File: config.mk
export PLATFORM = sky130hd
export DESIGN_NAME = i2c_init_sequencer
export DESIGN_NICKNAME = d
export VERILOG_FILES = /design/src/rtl/i2c_init_sequencer.sv
export SDC_FILE = /design/constraint.sdc
export NUM_CORES = 1
export LEC_CHECK = 0
export ABC_AREA = 0
export ABC_CLOCK_PERIOD_IN_PS = 2000
export CAP_MARGIN = 20
export CORE_UTILIZATION = 45
export CTS_BUF_LIST = sky130_fd_sc_hd__clkbuf_2
export DETAILED_ROUTE_END_ITERATION = 8
export PLACE_DENSITY_LB_ADDON = 0.3
export SLEW_MARGIN = 20
export SYNTH_ARGS = -nofsm -noshare
export SYNTH_HDL_FRONTEND = slang
export SYNTH_SLANG_ARGS = --single-unit
File: constraint.sdc
create_clock -name clk -period 2 [get_ports clk]
set_input_delay 0.3 -clock clk [delete_from_list [all_inputs] [get_ports clk]]
set_output_delay 0.3 -clock clk [all_outputs]
set_load 0.1 [all_outputs]
File: src/rtl/i2c_init_sequencer.sv
// i2c_init_sequencer
// Walks a small register table and issues one I2C register write per entry
// through I2C_master, with a per-entry watchdog so a stuck bus cannot hang
// the sequence. Runs on the same divided clock as I2C_master.

module i2c_init_sequencer #(
    parameter logic [6:0] DEV_ADDR = 7'b1101000,
    parameter int         NUM_REGS = 4,
    parameter int         IDX_W    = 4,
    parameter int         TMO_CYC  = 4096,
    parameter int         TMO_W    = 13
) (
    input  logic             clk,
    input  logic             reset,
    input  logic             go,
    output logic [IDX_W-1:0] tbl_idx,
    input  logic [15:0]      tbl_word,
    output logic             i2c_start,
    output logic [6:0]       i2c_addr,
    output logic [7:0]       i2c_sub,
    output logic [7:0]       i2c_data,
    input  logic             i2c_ready,
    input  logic             i2c_done,
    output logic             busy,
    output logic             seq_done,
    output logic             seq_err,
    output logic [IDX_W-1:0] err_idx
);

    typedef enum logic [2:0] {
        IDLE,
        FETCH,
        LATCH,
        ISSUE,
        WAIT_DONE,
        NEXT,
        FINISH,
        ERROR
    } state_t;

    // An empty table finishes immediately on go without touching the bus.
    localparam bit               EMPTY    = (NUM_REGS == 0);
    localparam logic [IDX_W-1:0] LAST_IDX = IDX_W'(NUM_REGS - 1);
    localparam logic [TMO_W-1:0] TMO_LAST = TMO_W'(TMO_CYC - 1);

    state_t           state;
    state_t           next_state;
    logic [TMO_W-1:0] tmo_cnt;
    logic             started;
    logic             in_xfer;
    logic             tmo_hit;
    logic             idle_like;

    assign in_xfer   = (state == ISSUE) || (state == WAIT_DONE);
    assign tmo_hit   = in_xfer && (tmo_cnt == TMO_LAST);
    assign idle_like = (state == IDLE) || (state == FINISH) || (state == ERROR);

    // State register plus the table index, latched entry, watchdog and status flags.
    always_ff @(posedge clk) begin
        if (reset) begin
            state    <= IDLE;
            tbl_idx  <= '0;
            i2c_sub  <= '0;
            i2c_data <= '0;
            busy     <= 1'b0;
            seq_done <= 1'b0;
            seq_err  <= 1'b0;
            err_idx  <= '0;
            tmo_cnt  <= '0;
            started  <= 1'b0;
        end else begin
            state <= next_state;

            if (idle_like && go) begin
                seq_done <= EMPTY;
                seq_err  <= 1'b0;
                busy     <= !EMPTY;
                tbl_idx  <= '0;
            end

            if (state == LATCH) begin
                i2c_sub  <= tbl_word[15:8];
                i2c_data <= tbl_word[7:0];
                tmo_cnt  <= '0;
                started  <= 1'b0;
            end

            if (state == ISSUE && i2c_start) begin
                started <= 1'b1;
            end

            if (in_xfer) begin
                tmo_cnt <= tmo_cnt + TMO_W'(1);
            end

            if (state == NEXT) begin
                if (tbl_idx == LAST_IDX) begin
                    seq_done <= 1'b1;
                    busy     <= 1'b0;
                end else begin
                    tbl_idx <= tbl_idx + IDX_W'(1);
                end
            end

            if (tmo_hit) begin
                err_idx <= tbl_idx;
                seq_err <= 1'b1;
                busy    <= 1'b0;
            end
        end
    end

    // Next-state selection; the watchdog overrides any pending handshake.
    always_comb begin
        next_state = state;
        unique case (state)
            IDLE, FINISH, ERROR: begin
                if (go) begin
                    next_state = EMPTY ? FINISH : FETCH;
                end
            end
            FETCH:     next_state = LATCH;
            LATCH:     next_state = ISSUE;
            ISSUE: begin
                if (tmo_hit) begin
                    next_state = ERROR;
                end else if (started && !i2c_ready) begin
                    next_state = WAIT_DONE;
                end
            end
            WAIT_DONE: begin
                if (tmo_hit) begin
                    next_state = ERROR;
                end else if (i2c_done) begin
                    next_state = NEXT;
                end
            end
            NEXT:      next_state = (tbl_idx == LAST_IDX) ? FINISH : FETCH;
            default:   next_state = IDLE;
        endcase
    end

    // Start is offered only while the master is ready, and never in a watchdog cycle.
    always_comb begin
        i2c_start = 1'b0;
        i2c_addr  = DEV_ADDR;
        if (state == ISSUE && i2c_ready && !tmo_hit) begin
            i2c_start = 1'b1;
        end
    end

endmodule

; ---- Yosys cells after proc, flatten, opt, wreduce, memory -nomap -nowiden
; Cells that the tools add are included.
[word_totals]
register_bits = 44
inputBits = 21
out_inout_bits = 35
elab_cells = 65
[op_classes]
n_addsub = 2
eq_ne = 12
n_mux = 23
reduce_logical = 18
[ops]
columns = operator, count
row1 = 13-bit two-way mux, 2
row2 = 3-bit two-way mux, 6
row3 = 3-bit one-hot mux with 6 select lines, 1
row4 = "13-bit by 1-bit adder with 13-bit output, second input constant", 1
row5 = "13-bit by 12-bit == test with 1-bit output, second input constant", 1
row6 = "3-bit == test, second input constant", 4
row7 = 4-bit two-way mux, 3
row8 = 1-bit two-way mux, 11
row9 = "3-bit by 2-bit == test with 1-bit output, second input constant", 2
row10 = 1-bit logical AND, 6
row11 = 2-bit nonzero test, 3
row12 = "4-bit by 1-bit adder with 4-bit output, second input constant", 1
row13 = "4-bit by 2-bit == test with 1-bit output, second input constant", 1
row14 = "3-bit by 1-bit == test with 1-bit output, second input constant", 1
row15 = 3-bit logical NOT, 1
row16 = 1-bit logical OR, 3
row17 = "3-bit by 2-bit inequality test with 1-bit output, second input constant", 1
row18 = "3-bit inequality test, second input constant", 1
row19 = 3-bit AND reduction, 1
row20 = 3-bit OR reduction, 1
row21 = 1-bit logical NOT, 2
row22 = "2-bit inequality test, second input constant", 1
row23 = 2-bit OR reduction, 1

; ---- Longest topological paths before layout
; Gate-level depths: netlist (run 1).
[depth]
depth_word = 8
depth_mapped = 7
ltp_nobuf = 6

; ---- Worst setup path after synthesis (run 1)
; No wires, ideal clock.
[synth_path]
path_kind = flip-flop to flip-flop
from = reg tbl_idx[0]
to = reg state[2]
setup_time_ns = 0.086
t_arrival_ns = 2.380
required_ns = 1.914
slack_ns = -0.466
path_stages_with_launch = 6
path_buffers = 0
synth_period_minus_slack_ns = 2.466
cell_sequence = dfxtp_1 -> ha_1 -> or3b_2 -> nor4_1 -> o31ai_1 -> a211oi_1
[synth_between]
elab_chain_cells = 3
[synth_lines]
columns = element, line_no
row1 = start: declaration, 16  ; output logic [IDX_W-1:0] tbl_idx,
row2 = start signal: assignment, 101  ; tbl_idx <= tbl_idx + IDX_W'(1);
row3 = 4-bit by 2-bit == test with 1-bit output, 138  ; NEXT: next_state = (tbl_idx == LAST_IDX) ? FINISH : FETCH;
row4 = 3-bit two-way mux, 138
row5 = 3-bit one-hot mux with 6 select lines, 116  ; unique case (state)
row6 = end signal: assignment, 72  ; state <= next_state;
row7 = end: declaration, 46  ; state_t state;
; No other way between the ends.
; A chain may end at the register's enable or synchronous reset.

; ---- Worst setup path after layout (run 1)
[layout_path]
from = reg tmo_cnt[6]
to = out i2c_start
[layout_between]
elab_chain_cells = 5
[layout_lines]
columns = element, line_no
row1 = start: declaration, 48  ; logic [TMO_W-1:0] tmo_cnt;
row2 = start signal: assignment, 93  ; tmo_cnt <= tmo_cnt + TMO_W'(1);
row3 = 13-bit by 12-bit == test with 1-bit output, 55  ; assign tmo_hit = in_xfer && (tmo_cnt == TMO_LAST);
row4 = 1-bit logical AND, 55
row5 = 1-bit logical NOT, 147  ; if (state == ISSUE && i2c_ready && !tmo_hit) begin
row6 = 1-bit logical AND, 147
row7 = 1-bit two-way mux, 147
row8 = end: declaration, 18  ; output logic i2c_start,
; No other way between the ends.

==> results of run 1 <==
cell usage in the layout (no fill, tap or decap), types with 2 or more instances in the layout:
master	count
sky130_fd_sc_hd__buf_4	54
sky130_fd_sc_hd__nand2_1	50
sky130_fd_sc_hd__a21oi_1	35
sky130_fd_sc_hd__dfxtp_1	32
sky130_fd_sc_hd__nor2_1	21
sky130_fd_sc_hd__clkdlybuf4s50_1	20
sky130_fd_sc_hd__nand3_1	12
sky130_fd_sc_hd__dfxtp_2	8
sky130_fd_sc_hd__nor3_1	7
sky130_fd_sc_hd__o21ai_0	7
sky130_fd_sc_hd__conb_1	7
sky130_fd_sc_hd__clkbuf_2	6
sky130_fd_sc_hd__nand4_1	5
sky130_fd_sc_hd__nor4_1	4
sky130_fd_sc_hd__a211oi_1	4
sky130_fd_sc_hd__dfxtp_4	4
sky130_fd_sc_hd__o22ai_1	3
sky130_fd_sc_hd__inv_1	3
sky130_fd_sc_hd__a31oi_1	3
sky130_fd_sc_hd__nor2b_1	2
sky130_fd_sc_hd__nand3b_1	2
sky130_fd_sc_hd__nand2b_1	2
sky130_fd_sc_hd__mux2_2	2
sky130_fd_sc_hd__or4_1	2
sky130_fd_sc_hd__or3_1	2
sky130_fd_sc_hd__o21a_1	2
through the flow:
step / util / TNS, ns / setup WS, ns / instances / cell area (um2)
after floorplan: - / 0 / 0.00470 / 268 / 2090
after global placement: 0.588 / 0 / 0.190 / 363 / 2580
after detailed placement: 0.588 / 0 / 0.167 / 363 / 2580
after CTS: 0.629 / -0.0629 / -0.0629 / 384 / 2760
after global routing: 0.628 / -0.153 / -0.153 / 382 / 2750
final: 0.628 / -0.0599 / -0.0599 / 382 / 2750
timing repair:
action	in CTS	in global routing
gates resized for setup	16	4
setup endpoints to repair	1	9
hold buffers	0	0
pin swaps	7	4
buffers inserted	13	0
state kept, by name (all words and copies together), names as in the netlist:
| name | flops |
|---|---|
| started | 1 |
| state | 3 |
| busy | 1 |
| tmo_cnt | 13 |
| i2c_sub | 8 |
| seq_done | 1 |
| i2c_data | 8 |
| err_idx | 4 |
| seq_err | 1 |
| tbl_idx | 4 |
critical path: stages (launching register included):
cell and delay (ns):
sky130_fd_sc_hd__dfxtp_4 0.42, sky130_fd_sc_hd__nand4_1 0.19, sky130_fd_sc_hd__nor4_4 0.29, sky130_fd_sc_hd__nand2_1 0.12, sky130_fd_sc_hd__and4_4 0.18, sky130_fd_sc_hd__buf_12 0.16
power by group through the flow:
stage	Clock, mW	Combinational (mW)	Sequential (mW)
6_report	0.382	1.80	1.07
5_1_grt	0.425	1.95	1.08
3_5_place_dp	0	1.73	1.09
2_1_floorplan	0	0.810	1.61
4_1_cts	0.389	1.79	1.07
3_3_place_gp	0	1.72	1.08
cells by family (layout without fill, tap and decap cells):
kind of cell             after synthesis  count (layout)  share of synthesized area
multiplexers                           2               2                     0.0109
flip-flops                            44              44                      0.428
AO/OA/AOI/OAI                         65              65                      0.189
AND/OR/NAND/NOR                      124             124                      0.295
buffers and inverters                 24              86                     0.0614
adder cells (fa/ha/maj)                2               2                     0.0122
other                                  2               7                    0.00365
metal layers:
metal | vias to the layer above | global-route usage | wire [um]
met3 | 7 | 0.0625 | 326
met1 | 957 | 0.290 | 2360
met4 | 0 | 0.0689 | 65
li1 | 1052 | - | -
met5 | - | 0 | 0
met2 | 61 | 0.364 | 2450
area by class of cell:
class / count / area (um2) / share of cell area
Multi-Input combinational cell: 200 / 1100 / 0.401
Sequential cell: 44 / 906 / 0.329
Timing Repair Buffer: 75 / 626 / 0.227
Tap cell: 52 / 65.1 / 0.0236
Clock buffer: 6 / 30.0 / 0.0109
Clock inverter: 2 / 11.3 / 0.00409
Inverter: 3 / 11.3 / 0.00409
path summary, 6_finish.rpt:
path,startpoint,endpoint,cells after the start
setup / recovery,tmo_cnt[6]$_SDFFE_PP0P_,i2c_start,5
hold / removal,tbl_word[3],i2c_data[3]$_SDFFE_PP0P_,3
setup reg to reg,tmo_cnt[6]$_SDFFE_PP0P_,started$_SDFFE_PP0P_,9
hold reg to reg,i2c_data[7]$_SDFFE_PP0P_,i2c_data[7]$_SDFFE_PP0P_,2
==> reports/metrics.sh, run 1 <==
CTSHTREEMAXLEVEL=2
POST-ROUTE-DRC-COUNT=0
P_COMB_FRAC=0.553
DESIGN.CORE.AREA_UM2=4380
SKEW_NS=0.00318
CLOCK_PATH_BUFFERS=2
POWER_REPORT.INTERNAL_TOTAL_mW=1.63
CLKSLEWWORSTSETUPHOLDPATHS_NS=0.22
TRACK_USAGE=0.224
YOSYS_MOST_USED_DFF='sky130_fd_sc_hd__dfxtp_1'
POST_SYNTH_INST_COUNT=263
DP.FINAL_HPWL_UM=3460
WORST_EP_REQUIRED_TIME_NS=1.70
POST-LAYOUT-TOTAL-POWER_mW=3.25
SYNTH_TOP_CELLS_BY_AREA='sky130_fd_sc_hd__dfxtp_1 (43%), sky130_fd_sc_hd__nand2_1 (9.5%), sky130_fd_sc_hd__a21oi_1 (8.5%)'
LAYOUT_MIN_CYCLE_TIME_NS=2.06
CTS_TREE='done'
SYNTH_EDF_COUNT=0
SYNTH_AREA_PER_CELL_UM2=7.82
CLKLATENCYLATEPIN_NS=0.41
NUM-FILL-CELLS=371
FINAL.PERIOD_UTILIZATION=1.03
NUM-NETS-FINAL=352
FAILING_CHECKS='setup timing'
FP.DIEAREA_UM2=4850
NETLIST-CELL-TYPE-COUNT=49
RSZ0062_AT_GRT='yes'
POST-SYNTH-TOP-COUNT-CELL='sky130_fd_sc_hd__nand2_1'
ROUTED_WL_UM=5200
CRITPATHARRIVALTIME_NS=1.76
PLACEMENT.IO_BUFFERS=48
MAXIMUM_NUMBER_OF_PINS_ON_ONE_NET_BEFORE_GLOBAL_ROUTE_REPAIR=24
CLOCKPOWERSHARE=0.118
POSTSYNTHREGISTERBITS=44
DRV_SLEW=0
FIN_WORST_HOLD_SLACK_NS=0.400
SYNTH_TOP_CELL_BY_AREA='sky130_fd_sc_hd__dfxtp_1'
PLACEMENT_ROWS=24
START_KIND='register'
GRT_OVERFLOW=0
POST_SYN_AREA_UM2=2060
GP_CONGESTION=0.802
FINAL_LAYOUT_SIZE_SUFFIX_GT1_FRAC=0.270
CTS_ROOT_BUF='sky130_fd_sc_hd__clkbuf_2'
OUTCOME='finished with violations'
POSTLAYOUTSETUPSLACKWORST_NS=-0.0599
SLACK_OF_THE_WORST_REG_TO_REG_PATH_NS=0.14
CLOCK_SINKS=44
INITIAL_UTILIZATION=0.469
NUMBER_OF_GLOBAL_ROUTE_VIAS_BEFORE_REPAIR=1989
CRIT_PATH_MAX_FANOUT=6
AREA_GROWTH_SYN_TO_LAYOUT_PCT=33.9
WORSTSETUPENDPOINTTYPE='primary output'
SETUP_VIOL=1
SYNTH-WARNING-COUNT=0
ANTENNA-DIODE-COUNT=0
SYNTH_LARGEST_TYPE_AREA_FRACTION=0.428
TRITONCTS.NUM_BUFFERS=5
NETLIST_TOP_CELLS_COUNT='sky130_fd_sc_hd__nand2_1 (52), sky130_fd_sc_hd__dfxtp_1 (44), sky130_fd_sc_hd__a21oi_1 (35)'
TIMING_WORST_SETUP_PATH_TYPE='reg2out'
SW_FRAC_OF_TOTAL=0.500
FP.DIEW_UM=69.6
WORST_IR_DROP_VDD_mV=0.673
ASYNCSETRESETFLOPFRACSYNTH=0
GRT_PASS1_WL_UM=8910
WIRE_PER_INST_UM=13.6
DRV_CAP=0
POWER.STATIC_LEAKAGE_nW=1.07
SW_PWR_mW=1.63
DRT_FIRST_ITER_VIOLATIONS=127
GRT_ANTENNA_BEFORE_REPAIR=0
POWER_DENSITY_nW_PER_UM2=1180
FP.DIEH_UM=69.6
FLOORPLAN.IO_PINS=56
POWER.SHARE.SEQUENTIAL=0.329
NUM_VIAS=2077
WORST_HOLD_PATH_TYPE='in2reg'
DRT_PASS1_ITERATIONS=4
SYNTH.YOSYS.SEQ_AREA_SHARE=0.428
ACHIEVABLE-FREQUENCY_MHz=485
ROUTED_VIA_DENSITY=5.44
NUMBER_OF_FAILING_HOLD_ENDPOINTS_AT_THE_FINAL_STAGE=0
DETAIL-ROUTE-ANTENNA-NETS=0
Power figures use the tool's default switching activity.
==> run 2: changes to the inputs <==
Settings changed: HOLD_SLACK_MARGIN from default to 0.15, TNS_END_PERCENT from default to 10.
==> run 2 against run 1 <==
  * The flow still finishes with violations (setup timing)
  * Combinational power about the same
  * Clock-buffer cell count is 1 lower
  * Total power up 4.6%
  * Die area is the same
  * Register-to-register slack worse by 0.16 ns
==> reports/metrics.sh, run 2 (same netlist as run 1, synthesis figures left out) <==
OUTCOME='finished with violations'
FAILING_CHECKS='setup timing'
WIRE_PER_INST_UM=13.8
CLKSLEWWORSTSETUPHOLDPATHS_NS=0.25
FINAL_COMMON_CELL='sky130_fd_sc_hd__buf_4'
SLEW_AT_THE_PIN_CLOSEST_TO_ITS_MAX_SLEW_LIMIT_NS=0.494
CTSHTREEMAXLEVEL=2
NUM_VIAS=2138
POWER_DENSITY_nW_PER_UM2=1210
HOLDPATHSTAGES=3
GRT_ANTENNA_BEFORE_REPAIR=0
DPL.CELL_COUNT=362
AREA_GROWTH_SYN_TO_LAYOUT_PCT=37.2
NUMBER_OF_GLOBAL_ROUTE_VIAS_BEFORE_REPAIR=2061
FINAL.PERIOD_UTILIZATION=1.04
LAYOUT_TOP_REGISTERS='tmo_cnt x13, i2c_data x8, i2c_sub x8'
MOSTFREQUENTLAYOUTCELLS='sky130_fd_sc_hd__buf_4 (55), sky130_fd_sc_hd__nand2_1 (50), sky130_fd_sc_hd__a21oi_1 (35), sky130_fd_sc_hd__dfxtp_1 (28), sky130_fd_sc_hd__nor2_1 (21)'
TIMING_WORST_SETUP_PATH_TYPE='reg2out'
SKEW_NS=0.0129
CP-ENDPOINT='i2c_start'
DP.FINAL_HPWL_UM=3430
POSTLAYOUTSETUPSLACKWORST_NS=-0.0773
PRECTSSETUPSLACK_NS=0.119
NUM-NETS-FINAL=355
FP.DIEH_UM=69.6
DRV_CAP=0
CRIT_PATH_MAX_FANOUT=3
INITIAL_UTILIZATION=0.469
CLOCK_SINKS=44
PLACEMENT_ROWS=24
CRITPATHARRIVALTIME_NS=1.78
CLKLATENCYLATEPIN_NS=0.43
R2R_CELLS=11
ANTENNA-DIODE-COUNT=0
CRIT_START='tmo_cnt[9]$_SDFFE_PP0P_'
ROUTED_VIA_DENSITY=5.55
FIN_WORST_HOLD_SLACK_NS=0.377
ACHIEVABLE-FREQUENCY_MHz=481
LARGEST_REGISTER_FF_COUNT=13
NUM-FILL-CELLS=391
WORSTSETUPENDPOINTTYPE='primary output'
FP.DIEAREA_UM2=4850
GP_CONGESTION=0.813
DESIGN.CORE.AREA_UM2=4380
WORST_EP_REQUIRED_TIME_NS=1.70
WORST_R2R_STARTPOINT='tmo_cnt[9]$_SDFFE_PP0P_'
GRT_OVERFLOW=0
LAYOUTNONFILLERINSTCOUNT=385
NUMBER_OF_FAILING_HOLD_ENDPOINTS_AT_THE_FINAL_STAGE=0
SLEW_HEADROOM=0.668
GRT_PASS1_WL_UM=9050
DETAIL-ROUTE-ANTENNA-NETS=0
FINAL_LAYOUT_SIZE_SUFFIX_GT1_FRAC=0.294
TRACK_USAGE=0.224
CLOCK_PATH_BUFFERS=2
START_KIND='register'
SETUP_VIOL=2
FP.DIEW_UM=69.6
DRT_FIRST_ITER_VIOLATIONS=152
LARGEST_REGISTER='tmo_cnt'
CTS_ROOT_BUF='sky130_fd_sc_hd__clkbuf_2'
POWER.STATIC_LEAKAGE_nW=1.10
SLACK_OF_THE_WORST_REG_TO_REG_PATH_NS=-0.02
CTS_TREE='done'
DRT_PASS1_ITERATIONS=6
POST-LAYOUT-TOTAL-POWER_mW=3.40
PLACEMENT.IO_BUFFERS=48
RSZ0062_AT_GRT='yes'
FLOORPLAN.IO_PINS=56
WORST_HOLD_PATH_TYPE='in2reg'
POST-ROUTE-DRC-COUNT=0
LAYOUT_MIN_CYCLE_TIME_NS=2.08
MAXIMUM_NUMBER_OF_PINS_ON_ONE_NET_BEFORE_GLOBAL_ROUTE_REPAIR=45
ROUTED_WL_UM=5310
TRITONCTS.NUM_BUFFERS=5
CRITICAL_PATH.REG2REG.ENDPOINT='started$_SDFFE_PP0P_'
WORST_IR_DROP_VDD_mV=0.655
DRV_SLEW=0
-- run 2: cell count changes in the layout (fill, tap and decap cells not counted), sizes merged --
cell      change
buf           +3
inv           +2
bufinv        +1
clkbuf        -1
clkinv        -1
clkinvlp      -1
-- run 2: worst min path at each step --
stage | startpoint | to | slack, ns
5_1_grt | tbl_word[0] | i2c_data[0]$_SDFFE_PP0P_ | 0.36
4_1_cts | tbl_word[1] | i2c_data[1]$_SDFFE_PP0P_ | 0.36
3_5_place_dp | i2c_data[1]$_SDFFE_PP0P_ | i2c_data[1]$_SDFFE_PP0P_ | 0.45
6_report | tbl_word[6] | i2c_data[6]$_SDFFE_PP0P_ | 0.38
2_1_floorplan | tbl_word[0] | i2c_data[0]$_SDFFE_PP0P_ | 0.44
3_3_place_gp | err_idx[3]$_SDFFE_PP0P_ | err_idx[3]$_SDFFE_PP0P_ | 0.44
-- run 2: final cells by class --
type | instances | area (um2) | area share
multi-input combinational | 200 | 1100 | 0.389
timing repair buffer | 78 | 664 | 0.235
tap | 52 | 65.1 | 0.0231
clock buffer | 5 | 25.0 | 0.00887
clock inverter | 3 | 45.0 | 0.0160
sequential | 44 | 913 | 0.324
inverter | 3 | 11.3 | 0.00399
-- run 2: metrics by stage --
stage	TNS, ns	instance area, um2	utilization
after floorplan	-0.0488	2090	-
after CTS	-0.0667	2810	0.641
after global routing	-0.307	2820	0.644
final	-0.100	2820	0.644
after global placement	0	2580	0.589
after detailed placement	0	2580	0.589
-- run 2: worst max-delay path, stage by stage (launching register included) --
cell                      delay [ns]
sky130_fd_sc_hd__dfxtp_2        0.41
sky130_fd_sc_hd__nand4_1        0.18
sky130_fd_sc_hd__nor4_4         0.30
sky130_fd_sc_hd__nand2_1        0.12
sky130_fd_sc_hd__and4_4         0.18
sky130_fd_sc_hd__buf_12         0.16
-- run 2: where the power goes --
group | internal (mW) | total, mW | switching, mW
combinational | 0.537 | 1.79 | 1.26
sequential | 1.01 | 1.07 | 0.0645
clock | 0.217 | 0.537 | 0.319
-- run 2: repair_timing --
item,4_1_cts,5_1_grt
pin swaps,6,0
hold buffers,0,0
resized for setup,21,4
setup endpoints to repair,1,9
buffers inserted,15,0
-- run 2: per-layer routing --
layer / vias up / wire length, um / GRT usage
met5: - / 0 / 0
met3: 10 / 354 / 0.0610
met2: 64 / 2530 / 0.375
met1: 1009 / 2350 / 0.279
li1: 1055 / - / -
met4: 0 / 79 / 0.0756
==> run 3: changes to the inputs <==
Settings changed: CORE_MARGIN from default to 3, SKIP_CTS_REPAIR_TIMING from default to 1.
==> run 3 against run 2 <==
  * The flow still finishes with violations (setup timing)
  * Highest routed layer unchanged
  * Largest cell class unchanged
  * Critical path depth increased by 1
  * Largest power group unchanged
  * Non-clock buffer count down 12
  * Worst hold slack improved by 0.027 ns
==> reports/metrics.sh, run 3 (same netlist as run 1, synthesis figures left out) <==
OUTCOME='finished with violations'
FAILING_CHECKS='setup timing'
DRV_SLEW=0
POWER.STATIC_LEAKAGE_nW=1.02
LAYOUT_MIN_CYCLE_TIME_NS=2.07
POST-LAYOUT-TOTAL-POWER_mW=3.20
TIMING_WORST_SETUP_PATH_TYPE='reg2out'
FP.DIEH_UM=73.6
NUMBER_OF_GLOBAL_ROUTE_VIAS_BEFORE_REPAIR=1810
FP.DIEW_UM=73.6
POSTLAYOUTSETUPSLACKWORST_NS=-0.0672
HOLDPATHSTAGES=3
POWER.SHARE.SEQUENTIAL=0.336
NUM-FILL-CELLS=367
CTS_ROOT_BUF='sky130_fd_sc_hd__clkbuf_2'
CTS_TREE='done'
FINAL.PERIOD_UTILIZATION=1.03
FINALSETUPTNS_NS=-0.0672
WORST_HOLD_PATH_TYPE='in2reg'
LARGEST_REGISTER='tmo_cnt'
ANTENNA-DIODE-COUNT=0
NUMBER_OF_FAILING_HOLD_ENDPOINTS_AT_THE_FINAL_STAGE=0
FP.DIEAREA_UM2=5420
POWER_REPORT.INTERNAL_TOTAL_mW=1.59
DETAIL-ROUTE-ANTENNA-NETS=0
ACHIEVABLE-FREQUENCY_MHz=484
DP.FINAL_HPWL_UM=3540
SW_FRAC_OF_TOTAL=0.502
AREA_GROWTH_SYN_TO_LAYOUT_PCT=30.0
FINAL_COMMON_CELL='sky130_fd_sc_hd__nand2_1'
MET2_LENGTH_UM=2430
WORST_EP_REQUIRED_TIME_NS=1.70
SW_PWR_mW=1.61
FIN_WORST_HOLD_SLACK_NS=0.404
PLACEMENT.IO_BUFFERS=48
DRT_PASS1_ITERATIONS=4
WORSTSETUPENDPOINTTYPE='primary output'
LARGEST_REGISTER_FF_COUNT=13
SLEW_HEADROOM=0.660
ROUTED_WL_UM=5140
CLKSLEWWORSTSETUPHOLDPATHS_NS=0.23
CP-ENDPOINT='i2c_start'
WORST_IR_DROP_VDD_mV=0.717
R2R_CELLS=5
POWER_DENSITY_nW_PER_UM2=1200
TOP_LAYER='met4'
INITIAL_UTILIZATION=0.490
CRIT_PATH_MAX_FANOUT=5
WORST_R2R_STARTPOINT='state[0]$_SDFFE_PP0P_'
GRT_OVERFLOW=0
GRT_ANTENNA_BEFORE_REPAIR=0
LAYOUT_TOP_REGISTERS='tmo_cnt x13, i2c_data x8, i2c_sub x8'
CTSHTREEMAXLEVEL=2
SKEW_NS=0.0122
RSZ0062_AT_GRT='yes'
FINAL_LAYOUT_SIZE_SUFFIX_GT1_FRAC=0.249
TRITONCTS.NUM_BUFFERS=5
ROUTED_LENGTH_ON_MET1_UM=2350
MOSTFREQUENTLAYOUTCELLS='sky130_fd_sc_hd__nand2_1 (52), sky130_fd_sc_hd__buf_4 (44), sky130_fd_sc_hd__a21oi_1 (35), sky130_fd_sc_hd__dfxtp_1 (29), sky130_fd_sc_hd__nor2_1 (21)'
SLEW_AT_THE_PIN_CLOSEST_TO_ITS_MAX_SLEW_LIMIT_NS=0.506
CLOCK_PATH_BUFFERS=2
CLOCKPOWERSHARE=0.119
START_KIND='register'
CRITPATHARRIVALTIME_NS=1.77
P_COMB_FRAC=0.545
CLOCK_SINKS=44
CLKLATENCYLATEPIN_NS=0.40
DRV_CAP=0
MAXIMUM_NUMBER_OF_PINS_ON_ONE_NET_BEFORE_GLOBAL_ROUTE_REPAIR=45
FLOORPLAN.IO_PINS=56
ROUTE.MET3.WL_UM=251
GP_CONGESTION=0.803
PLACEMENT_ROWS=23
CRIT_START='tmo_cnt[1]$_SDFFE_PP0P_'
SETUP_VIOL=1
TRACK_USAGE=0.192
NUM_VIAS=2054
NUM-NETS-FINAL=343
WIRE_PER_INST_UM=13.8
POST-ROUTE-DRC-COUNT=0
CRITICAL_PATH.REG2REG.ENDPOINT='tmo_cnt[11]$_SDFFE_PP0P_'
GRT_PASS1_WL_UM=8250
ROUTED_VIA_DENSITY=5.54
DRT_FIRST_ITER_VIOLATIONS=128
DESIGN.CORE.AREA_UM2=4200
SLACK_OF_THE_WORST_REG_TO_REG_PATH_NS=0.16
-- run 3: power by group through the flow --
stage	clock, mW	combinational (mW)	sequential [mW]
3_3_place_gp	0	1.71	1.08
4_1_cts	0.397	1.73	1.07
5_1_grt	0.428	1.88	1.09
6_report	0.381	1.74	1.08
2_1_floorplan	0	0.810	1.61
3_5_place_dp	0	1.73	1.09
-- run 3: metrics by stage --
| stage | cells | util | area, um2 | setup slack (ns) |
|---|---|---|---|---|
| finish | 371 | 0.637 | 2680 | -0.0672 |
| global route | 371 | 0.637 | 2680 | -0.161 |
| CTS | 368 | 0.624 | 2620 | -0.302 |
| detailed placement | 360 | 0.614 | 2580 | 0.170 |
| global placement | 360 | 0.614 | 2580 | 0.236 |
| floorplan | 268 | - | 2090 | -0.0488 |
-- run 3: area by class of cell --
type,count,area [um2],share of cell area
Tap cell,50,62.6,0.0234
Multi-Input combinational cell,200,1080,0.402
Clock inverter,3,17.5,0.00655
Timing Repair Buffer,66,571,0.213
Clock buffer,5,25.0,0.00935
Sequential cell,44,912,0.341
Inverter,3,11.3,0.00421
-- run 3: worst min path at each step --
stage | endpoint | slack, ns | start
after global placement | i2c_data[2]$_SDFFE_PP0P_ | 0.44 | i2c_data[2]$_SDFFE_PP0P_
after CTS | i2c_data[3]$_SDFFE_PP0P_ | 0.38 | tbl_word[3]
after floorplan | i2c_data[0]$_SDFFE_PP0P_ | 0.44 | tbl_word[0]
final | i2c_data[4]$_SDFFE_PP0P_ | 0.40 | tbl_word[4]
after detailed placement | i2c_data[7]$_SDFFE_PP0P_ | 0.45 | i2c_data[7]$_SDFFE_PP0P_
after global routing | i2c_data[3]$_SDFFE_PP0P_ | 0.36 | tbl_word[3]
-- run 3: critical path, cell delays in order (launching register included) --
cell and delay, ns:
sky130_fd_sc_hd__dfxtp_4 0.43, sky130_fd_sc_hd__ha_2 0.21, sky130_fd_sc_hd__nand2_1 0.11, sky130_fd_sc_hd__nor4_4 0.17
sky130_fd_sc_hd__nand2_1 0.12, sky130_fd_sc_hd__and4_4 0.17, sky130_fd_sc_hd__buf_12 0.16
-- run 3: metal layers --
layer / GRT usage / vias to the layer above
li1: - / 1036
met1: 0.269 / 952
met2: 0.282 / 56
met3: 0.0479 / 10
met4: 0.0765 / 0
met5: 0 / -
